==> config.mk <==
export PLATFORM = sky130hd
export DESIGN_NAME = uart_rx
export DESIGN_NICKNAME = d
export VERILOG_FILES = /design/src/rtl/uart_rx.sv
export SDC_FILE = /design/constraint.sdc
export NUM_CORES = 1
export LEC_CHECK = 0
export ABC_AREA = 1
export CAP_MARGIN = 15
export CORE_UTILIZATION = 60
export DETAILED_ROUTE_END_ITERATION = 8
export GPL_ROUTABILITY_DRIVEN = 0
export HOLD_SLACK_MARGIN = 0.06
export PLACE_DENSITY = 0.94
export SLEW_MARGIN = 5
export SYNTH_ARGS = -nofsm -noshare
export SYNTH_HDL_FRONTEND = slang
export SYNTH_SLANG_ARGS = --single-unit
==> constraint.sdc <==
create_clock -name clk -period 3.3 [get_ports clk]
set_input_delay 0.825 -clock clk [delete_from_list [all_inputs] [get_ports clk]]
set_output_delay 0.825 -clock clk [all_outputs]
set_load 0.01 [all_outputs]
==> src/rtl/uart_rx.sv <==
// rtl/uart_rx.sv - 8N1 UART receiver with 16x oversampling, valid/ready byte output, framing and overrun flags
module uart_rx #(
    parameter int CLK_FRQ    = 50_000_000,
    parameter int BAUD_RATE  = 115200,
    parameter int OVERSAMPLE = 16,
    parameter int DATA_BITS  = 8
) (
    input  logic                 clk,
    input  logic                 reset_n,
    input  logic                 rx,
    output logic [DATA_BITS-1:0] rx_data,
    output logic                 rx_valid,
    input  logic                 rx_ready,
    output logic                 frame_err,
    output logic                 overrun,
    output logic                 busy
);
    localparam int TICK_DIV = CLK_FRQ / (BAUD_RATE * OVERSAMPLE);
    localparam int DIV_W    = (TICK_DIV > 1) ? $clog2(TICK_DIV) : 1;
    localparam int OS_W     = $clog2(OVERSAMPLE);
    localparam int BIT_W    = (DATA_BITS > 1) ? $clog2(DATA_BITS) : 1;

    typedef enum logic [2:0] {IDLE, START, DATA, STOP, BRK} state_t;

    state_t                 state_q, state_d;
    logic                   rx_meta_q, rx_s_q, rx_prev_q;
    logic [DIV_W-1:0]       div_q, div_d;
    logic [OS_W-1:0]        os_q, os_d;
    logic [BIT_W-1:0]       bit_q, bit_d;
    logic [DATA_BITS-1:0]   shift_q, shift_d;
    logic [DATA_BITS-1:0]   rx_data_q, rx_data_d;
    logic                   rx_valid_q, rx_valid_d;
    logic                   frame_err_q, frame_err_d;
    logic                   overrun_q, overrun_d;
    logic                   tick;

    assign tick      = (div_q == DIV_W'(TICK_DIV - 1));
    assign rx_data   = rx_data_q;
    assign rx_valid  = rx_valid_q;
    assign frame_err = frame_err_q;
    assign overrun   = overrun_q;
    assign busy      = (state_q != IDLE);

    always_comb begin
        state_d     = state_q;
        div_d       = tick ? '0 : div_q + 1'b1;
        os_d        = os_q;
        bit_d       = bit_q;
        shift_d     = shift_q;
        rx_data_d   = rx_data_q;
        rx_valid_d  = rx_valid_q;
        frame_err_d = 1'b0;
        overrun_d   = 1'b0;
        if (rx_valid_q && rx_ready) begin
            rx_valid_d = 1'b0;
        end
        case (state_q)
            IDLE: begin
                // Clearing the divider here aligns every later tick to the start edge.
                if (rx_prev_q && !rx_s_q) begin
                    state_d = START;
                    div_d   = '0;
                    os_d    = '0;
                    bit_d   = '0;
                end
            end
            START: begin
                if (tick) begin
                    if (os_q == OS_W'(OVERSAMPLE / 2 - 1)) begin
                        os_d    = '0;
                        state_d = rx_s_q ? IDLE : DATA;
                    end else begin
                        os_d = os_q + 1'b1;
                    end
                end
            end
            DATA: begin
                if (tick) begin
                    if (os_q == OS_W'(OVERSAMPLE - 1)) begin
                        os_d    = '0;
                        shift_d = {rx_s_q, shift_q[DATA_BITS-1:1]};
                        if (bit_q == BIT_W'(DATA_BITS - 1)) begin
                            bit_d   = '0;
                            state_d = STOP;
                        end else begin
                            bit_d = bit_q + 1'b1;
                        end
                    end else begin
                        os_d = os_q + 1'b1;
                    end
                end
            end
            STOP: begin
                if (tick) begin
                    if (os_q == OS_W'(OVERSAMPLE - 1)) begin
                        os_d = '0;
                        if (rx_s_q) begin
                            state_d = IDLE;
                            // A byte accepted this very cycle frees the slot for the new one.
                            if (!rx_valid_q || rx_ready) begin
                                rx_data_d  = shift_q;
                                rx_valid_d = 1'b1;
                            end else begin
                                overrun_d = 1'b1;
                            end
                        end else begin
                            frame_err_d = 1'b1;
                            state_d     = BRK;
                        end
                    end else begin
                        os_d = os_q + 1'b1;
                    end
                end
            end
            BRK: begin
                if (rx_s_q) begin
                    state_d = IDLE;
                end
            end
            default: state_d = IDLE;
        endcase
    end

    always_ff @(posedge clk or negedge reset_n) begin
        if (!reset_n) begin
            state_q     <= IDLE;
            rx_meta_q   <= 1'b1;
            rx_s_q      <= 1'b1;
            rx_prev_q   <= 1'b1;
            div_q       <= '0;
            os_q        <= '0;
            bit_q       <= '0;
            shift_q     <= '0;
            rx_data_q   <= '0;
            rx_valid_q  <= 1'b0;
            frame_err_q <= 1'b0;
            overrun_q   <= 1'b0;
        end else begin
            state_q     <= state_d;
            rx_meta_q   <= rx;
            rx_s_q      <= rx_meta_q;
            rx_prev_q   <= rx_s_q;
            div_q       <= div_d;
            os_q        <= os_d;
            bit_q       <= bit_d;
            shift_q     <= shift_d;
            rx_data_q   <= rx_data_d;
            rx_valid_q  <= rx_valid_d;
            frame_err_q <= frame_err_d;
            overrun_q   <= overrun_d;
        end
    end
endmodule
==> results of run 1 <==
-- cells in the mapped netlist (2+ instances only) --
cell     number  area, um^2
nor2_2        6        37.5
inv_1        23        86.3
nor2_4        2        22.5
buf_6         2        22.5
nor2_1       12        45.0
dfrtp_1      34         851
inv_2         2        7.51
o21ai_1       7        35.0
nand3_1      14        70.1
o21ai_2       9        78.8
ha_1          5        62.6
xor2_1        3        26.3
nand4_1       3        18.8
nand2_1      64         240
dfstp_2       3        78.8
nand2_2       4        25.0
-- layer usage --
metal | vias up | part of all wire
met5 | - | 0
met2 | 31 | 0.48
met1 | 616 | 0.45
met3 | 6 | 0.044
met4 | 0 | 0.020
li1 | 667 | -
-- how the worst max path moves through the flow --
stage	from	end	slack, ps	depth (start not counted)
final	state_q[0]	busy	820	3
after global routing	state_q[0]	busy	710	3
after detailed placement	rx_ready	rx_data[3]	1140	6
after global placement	rx_ready	rx_data[5]	1210	6
after CTS	state_q[0]	busy	810	3
after floorplan	rx_ready	rx_data[4]	1770	6
-- per-stage QoR --
step            util  power (mW)
2_1_floorplan      -       0.867
3_3_place_gp   0.703       0.949
3_5_place_dp   0.703       0.969
4_1_cts        0.725        1.22
5_1_grt        0.725        1.30
6_report       0.725        1.20
-- kinds of logic after synthesis --
kind of cell | Yosys count | share of synthesized area
fa+ha+maj | 5 | 0.0351
buf+inv | 27 | 0.0654
compound gates | 18 | 0.0710
flops | 37 | 0.522
xor+xnor | 4 | 0.0197
simple gates | 109 | 0.287
-- area by class of cell --
cell class	instances	area, um^2	share of cell area
clock buffers	7	55.1	0.0273
inverters	25	93.8	0.0465
clock inverters	1	7.51	0.00372
repair buffers	16	158	0.0782
flip-flops and latches	37	930	0.461
well taps	31	38.8	0.0192
multi-input cells	136	734	0.364
-- registers in the layout, indices dropped and copies added, names as in the netlist --
signal	count
bit_q	3
os_q	4
state_q	3
frame_err	1
rx_prev_q	1
rx_valid	1
div_q	5
rx_meta_q	1
rx_data	8
shift_q	8
rx_s_q	1
overrun	1
-- power by group --
group          leakage (nW)  internal, mW  switching, mW
Clock                0.0315         0.104          0.143
Combinational         0.469         0.136          0.234
Sequential            0.495         0.517         0.0698
Total                 0.995         0.757          0.446
==> impl_metrics.ini, run 1 <==
[route]
wl_per_cell_um = 11.7
wl_mm = 2.97
drc = 0
vias = 1320
ant_nets = 0
vias_per_cell = 5.22
drt_first_pass_iters = 4
dr.first_iter.drc_count = 50

[hold_path]
hold_depth = 0
hp-start = rx_meta_q
hold_path_class = reg -> reg
hold_end = rx_s_q

[final_layout]
fillCellCount = 207
fin_area_um2 = 2020
synthToLayoutAreaGrowth_pct = 13.3
final_common_cell = nand2_1
diodes = 0
final_cell_mix = nand2_1, dfrtp_1, inv_1
fin_cells = 253
nNetsFinal = 230
drive_gt1_frac = 0.162

[floorplanning]
fp.dieH_um = 56.5
io_pins = 16
die_w_um = 56.5
rows = 19
die-area_um2 = 3190
coreArea_um2 = 2780
initial_core_util = 0.640

[placed_design]
placedCellCount = 245
port_buffers = 15
dpl_cell_area_um2 = 1950
dp_hpwl_mm = 2.21
dpl_worst_slack_ps = 1140

[clocking]
clk_pin_slew_ps = 100
post_cts_buffers = 0
clock_latency_ps = 340
root_buffer = clkbuf_4
cts-hold-fix-buffers = 0
cts_tree = done
ctsLongestPathBuffers = 2
htree_levels = 2
cts_resized = 0
cts.sinks = 37
cts_inserted_buffers = 5

[grt]
grt_use_met2 = 0.334
busiest_layer = met2
overflow = 0
grt_max_degree = 38
antenna_found_initial = 0
met1_usage = 0.289
grt_pass1_wl_mm = 5.36
grt_pass1_vias = 1292
grt_usage = 0.221
use_met3 = 0.0714

[setup_path]
start_kind = flip-flop
path_buf_inv = 1
reg2reg_depth = 9
cpMaxStageDelayCell = clkdlybuf4s50_1
cp_cell_sequence = nor2_1, nand2_2, clkdlybuf4s50_1
worstPathRequired_ps = 2470
r2r_start = div_q[0]
regToRegSetupSlack_ps = 1620
critPathKind = reg -> out
cp-end-kind = output pin
max_stage_delay_ps = 490
cp_max_fo = 6
crit_arrival_ps = 1660
regToRegEndpoint = rx_data[3]
cp_top_family = buffers and inverters

[logic_synthesis]
syn_area_um2 = 1780
synth_ff_type = dfrtp_1
ys_seq_area_frac = 0.522
synth_seq_cells = 37
yosysWarnings = 0
synth_fp_nets = 209
ys_types = 23
synth_edf_count = 0
synthArstFlopShare = 1.00
syn_area_per_cell_um2 = 8.90
syn_inst = 200

[sta]
fin_worst_skew_ps = 6.80
finalSetupTns_ps = 0
setup_viol = 0
period_needed_ps = 2480
slew_violations = 0
tightest_slew_ps = 444
max_slew_margin = 0.704
final.period_utilization = 0.752
postLayoutSetupSlackWorst_ps = 819
finalHoldViolCount = 0
holdWs_ps = 362
fmax_ghz = 0.403
rsz0062_at_grt = no

[power_and_ir_drop]
p_leak_nw = 0.995
p_per_area_nw_per_um2 = 596
peakVddDrop_mv = 0.643

[outcome]
status = complete, no violations

[flow_run]
drv_cap = 0
No activity file was read; power rests on OpenSTA's default activity.
==> run 2: changes to the inputs <==
- CORE_UTILIZATION: 60 -> 51
- PLACE_DENSITY: 0.94 -> 0.86
- clock period: 3.3 -> 2.15 ns (I/O delays scaled with it)
==> impl_metrics.ini, run 2 (synthesis gave the netlist of run 1 again) <==
[setup_path]
regToRegSetupSlack_ps = 510
regToRegEndpoint = rx_data[7]
critPathKind = reg -> out
start_kind = flip-flop
path_depth = 3
worstPathRequired_ps = 1610
r2r_start = div_q[0]
max_stage_delay_ps = 480
cp_max_fo = 6
cp-end-kind = output pin
cp-startpoint = state_q[1]
cp_cell_sequence = nor2_4, nand2_2, clkdlybuf4s50_1
path_buf_inv = 1
cp-endpoint = busy
cpMaxStageDelayCell = clkdlybuf4s50_1
cp_top_family = buffers and inverters
reg2reg_depth = 9
crit_arrival_ps = 1520

[route]
dr.first_iter.drc_count = 65
wl_per_cell_um = 11.1
wl_met3_um = 74
wl_met1_mm = 1.35
highest_layer = met4
vias_per_cell = 4.89
wl_met2_mm = 1.50
vias = 1316
wl_mm = 3.00
drc = 0
drt_first_pass_iters = 4
ant_nets = 0

[grt]
overflow = 0
grt_usage = 0.190
antenna_found_initial = 0
grt_pass1_wl_mm = 5.05
grt_max_degree = 38
grt_pass1_vias = 1183

[sta]
final.period_utilization = 0.956
slew_violations = 0
finalHoldViolCount = 0
max_slew_margin = 0.704
fin_worst_skew_ps = 10.8
tightest_slew_ps = 444
period_needed_ps = 2060
setup_viol = 0
fmax_ghz = 0.486
rsz0062_at_grt = no
finalSetupTns_ps = 0

[placed_design]
port_buffers = 15
placedCellCount = 260
dp_hpwl_mm = 2.20

[clocking]
root_buffer = clkbuf_4
htree_levels = 2
cts_inserted_buffers = 5
cts-hold-fix-buffers = 0
cts.sinks = 37
cts_tree = done
clock_latency_ps = 350
ctsLongestPathBuffers = 2
clk_pin_slew_ps = 110

[floorplanning]
initial_core_util = 0.534
die-area_um2 = 3730
fp.dieH_um = 61.1
io_pins = 16
coreArea_um2 = 3340
die_w_um = 61.1
rows = 21

[final_layout]
final_common_cell = nand2_1
nNetsFinal = 231
diodes = 0
fin_cells = 269
multi_input_area_um2 = 742
synthToLayoutAreaGrowth_pct = 15.7
seq_area_um2 = 932
fillCellCount = 282
drive_gt1_frac = 0.188
final_cell_mix = nand2_1, dfrtp_1, inv_1

[power_and_ir_drop]
p_leak_nw = 1.01
p_per_area_nw_per_um2 = 938
peakVddDrop_mv = 0.497
total_power_mw = 1.93

[flow_run]
drv_cap = 0

[outcome]
status = complete, no violations

[hold_path]
hold_path_class = in -> async
==> run 2: how the worst min path moves through the flow <==
stage	endpoint	slack (ps)	cells past startpoint
3_5_place_dp	rx_s_q	350	0
3_3_place_gp	rx_s_q	350	0
2_1_floorplan	bit_q[0]	240	0
6_report	os_q[3]	200	2
5_1_grt	frame_err	220	2
4_1_cts	shift_q[7]	200	2
==> run 2: repair_timing <==
item / in CTS / in global routing
endpoints found under the setup margin: 1 / 1
resized for setup: 1 / 3
buffers inserted: 0 / 1
==> run 2: worst register-to-register path, stage by stage, from the launching register on <==
cell and delay [ps]:
dfrtp_1 430, inv_1 80, ha_1 140, nand2_1 60
inv_1 50, nand2_1 140, inv_1 150, nand4_4 260
nand2_2 160, o21ai_2 60
==> run 2: layout make-up <==
class,instances,area share
clock buffer,7,0.0316
clock inverter,1,0.00425
inverter,25,0.0456
multi-input combinational,136,0.360
sequential,37,0.453
tap,46,0.0279
timing repair buffer,17,0.0778
==> run 2: stage by stage <==
step           hold WS (ps)  utilization  instance area, um^2  setup WS, ps
2_1_floorplan           242            -                 1780           756
3_3_place_gp            346        0.590                 1970           340
3_5_place_dp            347        0.590                 1970           319
4_1_cts                 204        0.613                 2040          24.1
5_1_grt                 220        0.617                 2060          11.0
6_report                202        0.617                 2060          94.0
==> run 2: layer usage <==
layer | vias up | track usage
li1 | 669 | -
met1 | 620 | 0.231
met2 | 20 | 0.315
met3 | 7 | 0.0567
met4 | 0 | 0.0779
met5 | - | 0
==> run 2: power by group <==
part           internal (mW)  switching, mW
Combinational          0.226          0.370
Clock                  0.195          0.235
Sequential             0.795          0.110
==> run 3: changes to the inputs <==
- CORE_UTILIZATION: 51 -> 56
- PLACE_DENSITY: 0.86 -> 0.89
- clock period: 2.15 -> 2.11 ns (I/O delays scaled with it)
==> impl_metrics.ini, run 3 (synthesis gave the netlist of run 1 again) <==
[grt]
grt_max_degree = 38
grt_use_met2 = 0.355
met1_usage = 0.239
grt_pass1_wl_mm = 5.22
use_met3 = 0.0462
busiest_layer = met2
grt_usage = 0.207
grt_pass1_vias = 1279
antenna_found_initial = 0
overflow = 0

[clocking]
cts_tree = done
clock_latency_ps = 340
cts_inserted_buffers = 5
post_cts_buffers = 0
cts.sinks = 37
clk_pin_slew_ps = 90
root_buffer = clkbuf_4
htree_levels = 2
ctsLongestPathBuffers = 2

[final_layout]
nNetsFinal = 230
drive_gt1_frac = 0.167
final_common_cell = nand2_1
fillCellCount = 238
final_cell_mix = nand2_1, dfrtp_1, inv_1
diodes = 0
fin_cells = 265
final_util = 0.671
synthToLayoutAreaGrowth_pct = 14.1

[route]
ant_nets = 0
dr.first_iter.drc_count = 72
vias_per_cell = 5.06
drc = 0
vias = 1340
wl_mm = 2.95
drt_first_pass_iters = 4
wl_per_cell_um = 11.1

[hold_path]
hold_path_class = reg -> reg
hp-start = rx_meta_q

[setup_path]
cp-startpoint = rx_data[7]
cp_cell_sequence = clkdlybuf4s50_1
r2r_start = div_q[0]
start_kind = flip-flop
cp_max_fo = 2
crit_arrival_ps = 1260
max_stage_delay_ps = 550
path_buf_inv = 1
worstPathRequired_ps = 1580
cp-end-kind = output pin
cpMaxStageDelayCell = clkdlybuf4s50_1
cp_top_family = buffers and inverters
critPathKind = reg -> out

[floorplanning]
die-area_um2 = 3410
fp.dieH_um = 58.4
io_pins = 16
rows = 20
initial_core_util = 0.588
coreArea_um2 = 3030
die_w_um = 58.4

[sta]
setup_viol = 0
finalSetupTns_ps = 0
period_needed_ps = 1790
fmax_ghz = 0.560
max_slew_margin = 0.705
slew_violations = 0
rsz0062_at_grt = no
tightest_slew_ps = 442
finalHoldViolCount = 0
final.period_utilization = 0.847
fin_worst_skew_ps = 15.2

[power_and_ir_drop]
p_leak_nw = 1.00
peakVddDrop_mv = 0.406
p_per_area_nw_per_um2 = 920

[flow_run]
drv_cap = 0

[placed_design]
port_buffers = 15
dp_hpwl_mm = 2.13
placedCellCount = 258

[outcome]
status = complete, no violations
[run 3: cell count changes in the layout (fill, tap and decap cells not counted), sizes merged]
cell,previous run,this run
dlymetal6s2s,0,1
inv,26,25
buf,3,1
[run 3: final timing paths]
kind | end | slack [ps] | cells after the start
worst max-delay path | rx_data[7] | 320 | 1
min in group asynchronous | div_q[0] | 590 | 2
worst max register to register | rx_data[6] | 470 | 9
max in group asynchronous | rx_meta_q | 1170 | 2
worst min-delay path | rx_s_q | 360 | 0
worst min register to register | rx_s_q | 360 | 0
[run 3: through the flow]
stage	worst slack [ps]	cell area [um^2]	hold slack [ps]	power, mW
6_report	324	2030	363	1.87
5_1_grt	276	2030	365	2.02
4_1_cts	9.04	2030	365	1.89
3_5_place_dp	266	1970	350	1.51
3_3_place_gp	313	1970	346	1.48
2_1_floorplan	716	1780	232	1.36
[run 3: cell type report]
class / instances / area, um^2 / share of cell area
Clock buffer: 7 / 55.1 / 0.0271
Inverter: 25 / 93.8 / 0.0462
Multi-Input combinational cell: 136 / 737 / 0.363
Sequential cell: 37 / 931 / 0.458
Tap cell: 44 / 55.1 / 0.0271
Timing Repair Buffer: 16 / 160 / 0.0788
[run 3: worst register-to-register path: stages, from the launching register on]
cell and delay [ps]:
dfrtp_1 420, inv_1 70, ha_1 130, nand2_1 50
inv_1 50, nand2_1 150, inv_1 160, nand4_4 260
nand2_1 170, o21ai_2 60
[run 3: what timing repair did]
action	4_1_cts	5_1_grt
endpoints found under the setup margin	1	1
gates resized for setup	1	2
hold buffers	0	0
[run 3: layer usage]
layer	vias to the layer above	wire length (um)
met4	0	63
met2	24	1430
met3	8	95
li1	675	-
met5	-	0
met1	633	1360
[run 3: report_power, final]
part	total [mW]	switching [mW]	leakage, nW	internal, mW
clock	0.372	0.214	0.0314	0.157
combinational	0.577	0.366	0.479	0.210
sequential	0.921	0.111	0.494	0.810
